`config.mk`:
```
export PLATFORM = sky130hd
export DESIGN_NAME = rng_health_packer
export DESIGN_NICKNAME = d
export VERILOG_FILES = /design/src/rtl/rng_health_packer_pkg.sv /design/src/rtl/rng_word_fifo.sv /design/src/rtl/rng_health_packer.sv
export SDC_FILE = /design/constraint.sdc
export NUM_CORES = 1
export LEC_CHECK = 0
export ABC_AREA = 0
export CAP_MARGIN = 20
export CORE_UTILIZATION = 27
export DETAILED_ROUTE_END_ITERATION = 12
export HOLD_SLACK_MARGIN = 0.1
export PLACE_DENSITY_LB_ADDON = 0.2
export SLEW_MARGIN = 40
export SYNTH_ARGS = -nofsm -noshare
export SYNTH_HDL_FRONTEND = slang
export SYNTH_HIERARCHICAL = 1
export SYNTH_SLANG_ARGS = --single-unit
export TNS_END_PERCENT = 50
```
`constraint.sdc`:
```
create_clock -name clk -period 7 [get_ports clk]
set_input_delay 1.4 -clock clk [delete_from_list [all_inputs] [get_ports clk]]
set_output_delay 1.4 -clock clk [all_outputs]
set_load 0.005 [all_outputs]
```
`src/rtl/rng_health_packer_pkg.sv`:
```
// Shared definitions for the RNG health packer: byte width, default cutoffs and FSM encoding.
package rng_health_packer_pkg;

    localparam int BYTE_W             = 8;
    localparam int DEF_WORD_BYTES     = 4;
    localparam int DEF_FIFO_DEPTH     = 8;
    localparam int DEF_STARTUP_BYTES  = 64;
    localparam int DEF_RCT_CUTOFF     = 4;
    localparam int DEF_APT_WINDOW     = 64;
    localparam int DEF_APT_CUTOFF     = 13;

    typedef enum logic [1:0] {
        ST_IDLE    = 2'd0,
        ST_STARTUP = 2'd1,
        ST_RUN     = 2'd2,
        ST_FAIL    = 2'd3
    } rng_state_e;

    function automatic logic is_active(input rng_state_e s);
        return (s == ST_STARTUP) || (s == ST_RUN);
    endfunction

endpackage

```
`src/rtl/rng_word_fifo.sv`:
```
// First-word-fall-through word FIFO with synchronous flush and occupancy output.
// DEPTH must be a power of 2 (at least 2) so the pointers wrap naturally.
module rng_word_fifo #(
    parameter int DEPTH = 8,
    parameter int WIDTH = 32
) (
    input  logic                       clk,
    input  logic                       rst,
    input  logic                       flush,
    input  logic                       push,
    input  logic                       pop,
    input  logic [WIDTH-1:0]           wdata,
    output logic [WIDTH-1:0]           rdata,
    output logic                       full,
    output logic                       empty,
    output logic [$clog2(DEPTH):0]     level
);

    localparam int PW = $clog2(DEPTH);
    localparam int LW = PW + 1;

    logic [WIDTH-1:0] mem [DEPTH];
    logic [PW-1:0]    wr_ptr;
    logic [PW-1:0]    rd_ptr;
    logic [LW-1:0]    count;
    logic             wr_en;
    logic             rd_en;

    assign empty = (count == '0);
    assign full  = (count == LW'(DEPTH));
    assign level = count;
    // A push into a full FIFO only lands when the head leaves in the same cycle.
    assign wr_en = push && (!full || pop);
    assign rd_en = pop && !empty;
    assign rdata = empty ? '0 : mem[rd_ptr];

    always_ff @(posedge clk or posedge rst) begin
        if (rst) begin
            wr_ptr <= '0;
            rd_ptr <= '0;
            count  <= '0;
        end else if (flush) begin
            wr_ptr <= '0;
            rd_ptr <= '0;
            count  <= '0;
        end else begin
            if (wr_en) wr_ptr <= wr_ptr + 1'b1;
            if (rd_en) rd_ptr <= rd_ptr + 1'b1;
            count <= count + LW'(wr_en) - LW'(rd_en);
        end
    end

    always_ff @(posedge clk) begin
        if (wr_en && !flush) mem[wr_ptr] <= wdata;
    end

endmodule

```
`src/rtl/rng_health_packer.sv`:
```
// RCT/APT health tests on the NeoRNG byte stream, little-endian word packing and an output FIFO.
// Valid/ready: a word transfers on any cycle where word_valid_o && word_ready_i; word_o is stable until then.
module rng_health_packer
    import rng_health_packer_pkg::*;
#(
    parameter int WORD_BYTES    = DEF_WORD_BYTES,
    parameter int FIFO_DEPTH    = DEF_FIFO_DEPTH,
    parameter int STARTUP_BYTES = DEF_STARTUP_BYTES,
    parameter int RCT_CUTOFF    = DEF_RCT_CUTOFF,
    parameter int APT_WINDOW    = DEF_APT_WINDOW,
    parameter int APT_CUTOFF    = DEF_APT_CUTOFF
) (
    input  logic                           clk,
    input  logic                           rst,
    input  logic                           enable_i,
    input  logic                           valid_i,
    input  logic [BYTE_W-1:0]              data_i,
    input  logic                           clear_fail_i,
    input  logic                           word_ready_i,
    output logic                           word_valid_o,
    output logic [BYTE_W*WORD_BYTES-1:0]   word_o,
    output logic                           health_fail_o,
    output logic [$clog2(FIFO_DEPTH):0]    level_o,
    output logic [15:0]                    drop_cnt_o
);

    localparam int WORD_W = BYTE_W * WORD_BYTES;
    localparam int IDX_W  = (WORD_BYTES > 1) ? $clog2(WORD_BYTES) : 1;
    localparam int SU_W   = $clog2(STARTUP_BYTES + 1);
    localparam int RCT_W  = $clog2(RCT_CUTOFF + 1);
    localparam int APT_W  = $clog2(APT_CUTOFF + 1);
    localparam int POS_W  = $clog2(APT_WINDOW + 1);

    rng_state_e         state, state_nxt;
    logic               active, accept, tests_clr, pack, push, flush, pop, drop;
    logic               rct_trip, apt_trip, trip;
    logic               fifo_full, fifo_empty;
    logic [BYTE_W-1:0]  last_byte, apt_ref;
    logic [RCT_W-1:0]   rct_cnt, rct_nxt;
    logic [APT_W-1:0]   apt_cnt;
    logic [POS_W-1:0]   apt_pos;
    logic [SU_W-1:0]    su_cnt;
    logic [IDX_W-1:0]   byte_idx;
    logic [WORD_W-1:0]  shift_word, word_nxt;

    always_ff @(posedge clk or posedge rst) begin
        if (rst) state <= ST_IDLE;
        else     state <= state_nxt;
    end

    always_comb begin
        state_nxt = state;
        case (state)
            ST_IDLE:    if (enable_i) state_nxt = ST_STARTUP;
            ST_STARTUP: begin
                if (!enable_i)  state_nxt = ST_IDLE;
                else if (trip)  state_nxt = ST_FAIL;
                else if (accept && su_cnt == SU_W'(STARTUP_BYTES - 1)) state_nxt = ST_RUN;
            end
            ST_RUN: begin
                if (!enable_i)  state_nxt = ST_IDLE;
                else if (trip)  state_nxt = ST_FAIL;
            end
            ST_FAIL:    if (clear_fail_i) state_nxt = enable_i ? ST_STARTUP : ST_IDLE;
            default:    state_nxt = ST_IDLE;
        endcase
    end

    always_comb begin
        active        = is_active(state);
        accept        = valid_i && active;
        tests_clr     = !active || !enable_i;
        flush         = active && enable_i && trip;
        pack          = (state == ST_RUN) && enable_i && accept && !trip;
        push          = pack && (byte_idx == IDX_W'(WORD_BYTES - 1));
        health_fail_o = (state == ST_FAIL);
    end

    // Trips are evaluated on the incoming byte so the offending byte never reaches the packer.
    always_comb begin
        rct_nxt  = (rct_cnt != '0 && data_i == last_byte) ? rct_cnt + 1'b1 : RCT_W'(1);
        rct_trip = accept && (rct_nxt == RCT_W'(RCT_CUTOFF));
        apt_trip = accept && (apt_pos != '0) && (data_i == apt_ref) &&
                   (apt_cnt + APT_W'(1) == APT_W'(APT_CUTOFF));
        trip     = rct_trip || apt_trip;
    end

    always_ff @(posedge clk or posedge rst) begin
        if (rst) begin
            last_byte <= '0;
            rct_cnt   <= '0;
            apt_ref   <= '0;
            apt_cnt   <= '0;
            apt_pos   <= '0;
        end else if (tests_clr) begin
            last_byte <= '0;
            rct_cnt   <= '0;
            apt_ref   <= '0;
            apt_cnt   <= '0;
            apt_pos   <= '0;
        end else if (accept) begin
            last_byte <= data_i;
            rct_cnt   <= rct_nxt;
            if (apt_pos == '0) begin
                apt_ref <= data_i;
                apt_cnt <= APT_W'(1);
            end else if (data_i == apt_ref) begin
                apt_cnt <= apt_cnt + 1'b1;
            end
            apt_pos <= (apt_pos == POS_W'(APT_WINDOW - 1)) ? '0 : apt_pos + 1'b1;
        end
    end

    always_ff @(posedge clk or posedge rst) begin
        if (rst)                                su_cnt <= '0;
        else if (state != ST_STARTUP || tests_clr) su_cnt <= '0;
        else if (accept)                        su_cnt <= su_cnt + 1'b1;
    end

    always_comb begin
        word_nxt = shift_word;
        word_nxt[byte_idx*BYTE_W +: BYTE_W] = data_i;
    end

    always_ff @(posedge clk or posedge rst) begin
        if (rst) begin
            shift_word <= '0;
            byte_idx   <= '0;
        end else if (state != ST_RUN || !enable_i) begin
            shift_word <= '0;
            byte_idx   <= '0;
        end else if (pack) begin
            shift_word <= push ? '0 : word_nxt;
            byte_idx   <= push ? '0 : byte_idx + 1'b1;
        end
    end

    assign word_valid_o = !fifo_empty;
    assign pop          = word_valid_o && word_ready_i;
    assign drop         = push && fifo_full && !pop;

    always_ff @(posedge clk or posedge rst) begin
        if (rst)                               drop_cnt_o <= '0;
        else if (drop && drop_cnt_o != 16'hFFFF) drop_cnt_o <= drop_cnt_o + 1'b1;
    end

    rng_word_fifo #(
        .DEPTH (FIFO_DEPTH),
        .WIDTH (WORD_W)
    ) u_fifo (
        .clk   (clk),
        .rst   (rst),
        .flush (flush),
        .push  (push),
        .pop   (pop),
        .wdata (word_nxt),
        .rdata (word_o),
        .full  (fifo_full),
        .empty (fifo_empty),
        .level (level_o)
    );

endmodule

```
==> reports/metrics.csv <==
metric,value,unit
min_to,shift_word[25],
reg2reg_depth,14,
initial_core_util,0.2734,
clk_latency,0.56,ns
worst_setup_path_end_kind,output pin,
synth_mux_area_frac,0.1059,
finalCritPeriodShare,0.6574,
io_buffers,67,
io_pins,68,
antenna_cells,0,
grt_pass1_wl,53.98,mm
grt_overflow_total,0,
die_w,241.2,um
worstPathRequired,5.60,ns
outcome,"finished, final reports clean",
antenna_found_initial,0,
synth_warnings,6,
finClkSkew,0.01936,ns
drtIter0Drc,395,
dp_hpwl,21.50,mm
cts_inserted_buffers,42,
dr.pass1.iters,4,
leakagePower,0.006701,uW
netlist_top_cells_count,"256 x edfxtp_1, 99 x dfrtp_1, 81 x inv_1",
hold_slack,0.4925,ns
max_freq,0.2173,GHz
post_cts_resized,0,
syn_nets,1025,
max-slew-margin-rel,0.4550,
tns,0,ns
layout.nets,1105,
synth_fa_ha_area_frac,0.02236,
synth_ff_type,edfxtp_1,
period_minus_slack,4.602,ns
drc,0,
async_flop_share,0.2789,
root_buffer,clkbuf_16,
reg2reg_from,apt_pos[0],
synthesis.area,15450,um^2
start_kind,register,
power_per_cell_area,317.8,nW/um^2
cts_tree,yes,
drive_above_1_share,0.1860,
worst_pin_slew,0.8145,ns
rows,87,
synth_compound_area_frac,0.08424,
place_area,16960,um^2
holdCritPathClass,reg -> reg,
yosys.area_share.simple,0.06586,
drv_cap,0,
cts_setup_buffers,0,
cts_htree_levels,2,
ys_seq_area_frac,0.6581,
synth_top_family_by_area,multiplexers,
holdPathStages,2,
synth_area_leaders,"edfxtp_1 50%, dfrtp_1 16%, mux4_2 8.7%, a22o_1 2.4%, ha_1 2.1%",
gp_congestion,0.7073,
groute.usage.overall,0.1241,
vdd_drop_max,215.5,uV
avgRoutedWirePerCell,18.81,um
synth-edff-count,256,
clockBufferDepth,3,
synthCells,984,
slew_viol_final,0,
ant_nets,0,
worstReg2RegEnd,u_fifo/level[3],
synth-xor-area-share,0.02244,
grt_max_degree,62,
die_y,241.2,um
fin_area,18430,um^2
rrSetupSlack,3.51,ns
synth_top_cell_by_area,edfxtp_1,
core,56500,um^2
crit_arrival,3.20,ns
viasPerCell,4.479,
hold_viol,0,
syn_to_final_growth,19.31,%
critical_path_class,reg -> out,
numClockSinks,355,
wirelength,34.85,mm
hp-start,shift_word[25],
synth_top_area_frac,0.4977,
ys_seq_elements,355,
syn_avg_cell_area,15.70,um^2
cts_hold_buf,0,
grt_pass1_vias,8847,
ys_types,65,
clkTransAtPathRegs,0.06,ns
num_vias,8299,
cp_max_fo,27,
setup_violations,0,
die_area,58170,um^2
grt_setup_unrepaired,no,
yosysMostFrequentCell,edfxtp_1,
-- power breakdown --
group	internal [uW]	switching, uW	total [uW]
Clock	1420	876	2290
Combinational	549	580	1130
Sequential	2310	126	2430
-- worst max-delay path, cell delays in order, from the launching register on --
cell	delay (ns)
dfrtp_4	0.72
buf_4	0.55
mux4_1	0.63
a22o_1	0.27
clkdlybuf4s50_1	0.46
-- per-stage QoR --
step / utilization / std cells / total power, uW / setup slack (ns)
2_1_floorplan: - / 984 / 3202 / 0.4610
4_1_cts: 0.3260 / 1853 / 5986 / 2.246
6_report: 0.3262 / 1853 / 5857 / 2.398
3_3_place_gp: 0.2998 / 1775 / 3641 / 2.071
3_5_place_dp: 0.3002 / 1776 / 3655 / 1.997
5_1_grt: 0.3262 / 1853 / 6153 / 2.152
-- state kept, by name, indices dropped and copies added, names as in the netlist --
name	cells
byte_idx	2
u_fifo/level	4
drop_cnt_o	16
u_fifo/wr_ptr	3
shift_word	32
rct_cnt	3
apt_ref	8
u_fifo/mem	256
last_byte	8
su_cnt	7
apt_pos	7
u_fifo/rd_ptr	3
state	2
apt_cnt	4
-- layout by cell type (no fill, tap or decap), types with 7 or more instances in the layout --
cell type / n
nand2b_1: 7
and3_1: 12
buf_4: 17
a21oi_2: 8
xnor2_1: 22
clkbuf_16: 42
mux2i_1: 10
clkbuf_1: 9
nand4_1: 15
clkdlybuf4s50_1: 67
o21ai_0: 17
nand3_1: 11
o22ai_2: 21
o21a_1: 26
dfrtp_1: 97
a22o_1: 42
bufinv_16: 8
mux4_2: 60
o21ai_1: 10
nor3_1: 7
clkinv_1: 7
nor2_1: 37
xor2_1: 12
ha_1: 26
nor2b_1: 8
inv_1: 80
edfxtp_1: 256
o22ai_1: 7
nand2_1: 57
a21oi_1: 13
-- how the worst max path moves through the flow --
stage                           startpoint          endpoint  slack, ns
after floorplan                  data_i[7]  u_fifo/mem[0][0]       0.46
after global placement           data_i[5]   u_fifo/level[3]       2.07
after detailed placement         data_i[5]   u_fifo/level[3]       2.00
after CTS                 u_fifo/rd_ptr[0]         word_o[0]       2.25
after global routing      u_fifo/rd_ptr[0]         word_o[0]       2.15
final                     u_fifo/rd_ptr[0]         word_o[0]       2.40
-- final cells by class --
cell class | instances | area (um^2)
Clock inverter | 25 | 357.8
Tap cell | 756 | 945.9
Sequential cell | 355 | 10170
Inverter | 82 | 309.0
Clock buffer | 52 | 1099
Fill cell | 5486 | 38070
Multi-Input combinational cell | 497 | 4716
Timing Repair Buffer | 86 | 829.5
-- routing by layer --
metal,share of wire,wire length (um),up-vias,track usage
li1,-,-,3885,-
met1,0.46,15910,4249,0.1606
met2,0.48,16890,114,0.2080
met3,0.036,1250,51,0.02539
met4,0.023,791,0,0.03817
met5,0,0,-,0
-- cell families after synthesis --
logic type               after synthesis
flip-flops                           355
AND/OR/NAND/NOR                      192
AO/OA/AOI/OAI                        161
buffers and inverters                132
multiplexers                          80
XOR/XNOR                              37
adder cells (fa/ha/maj)               27
Power figures use the tool's default switching activity.
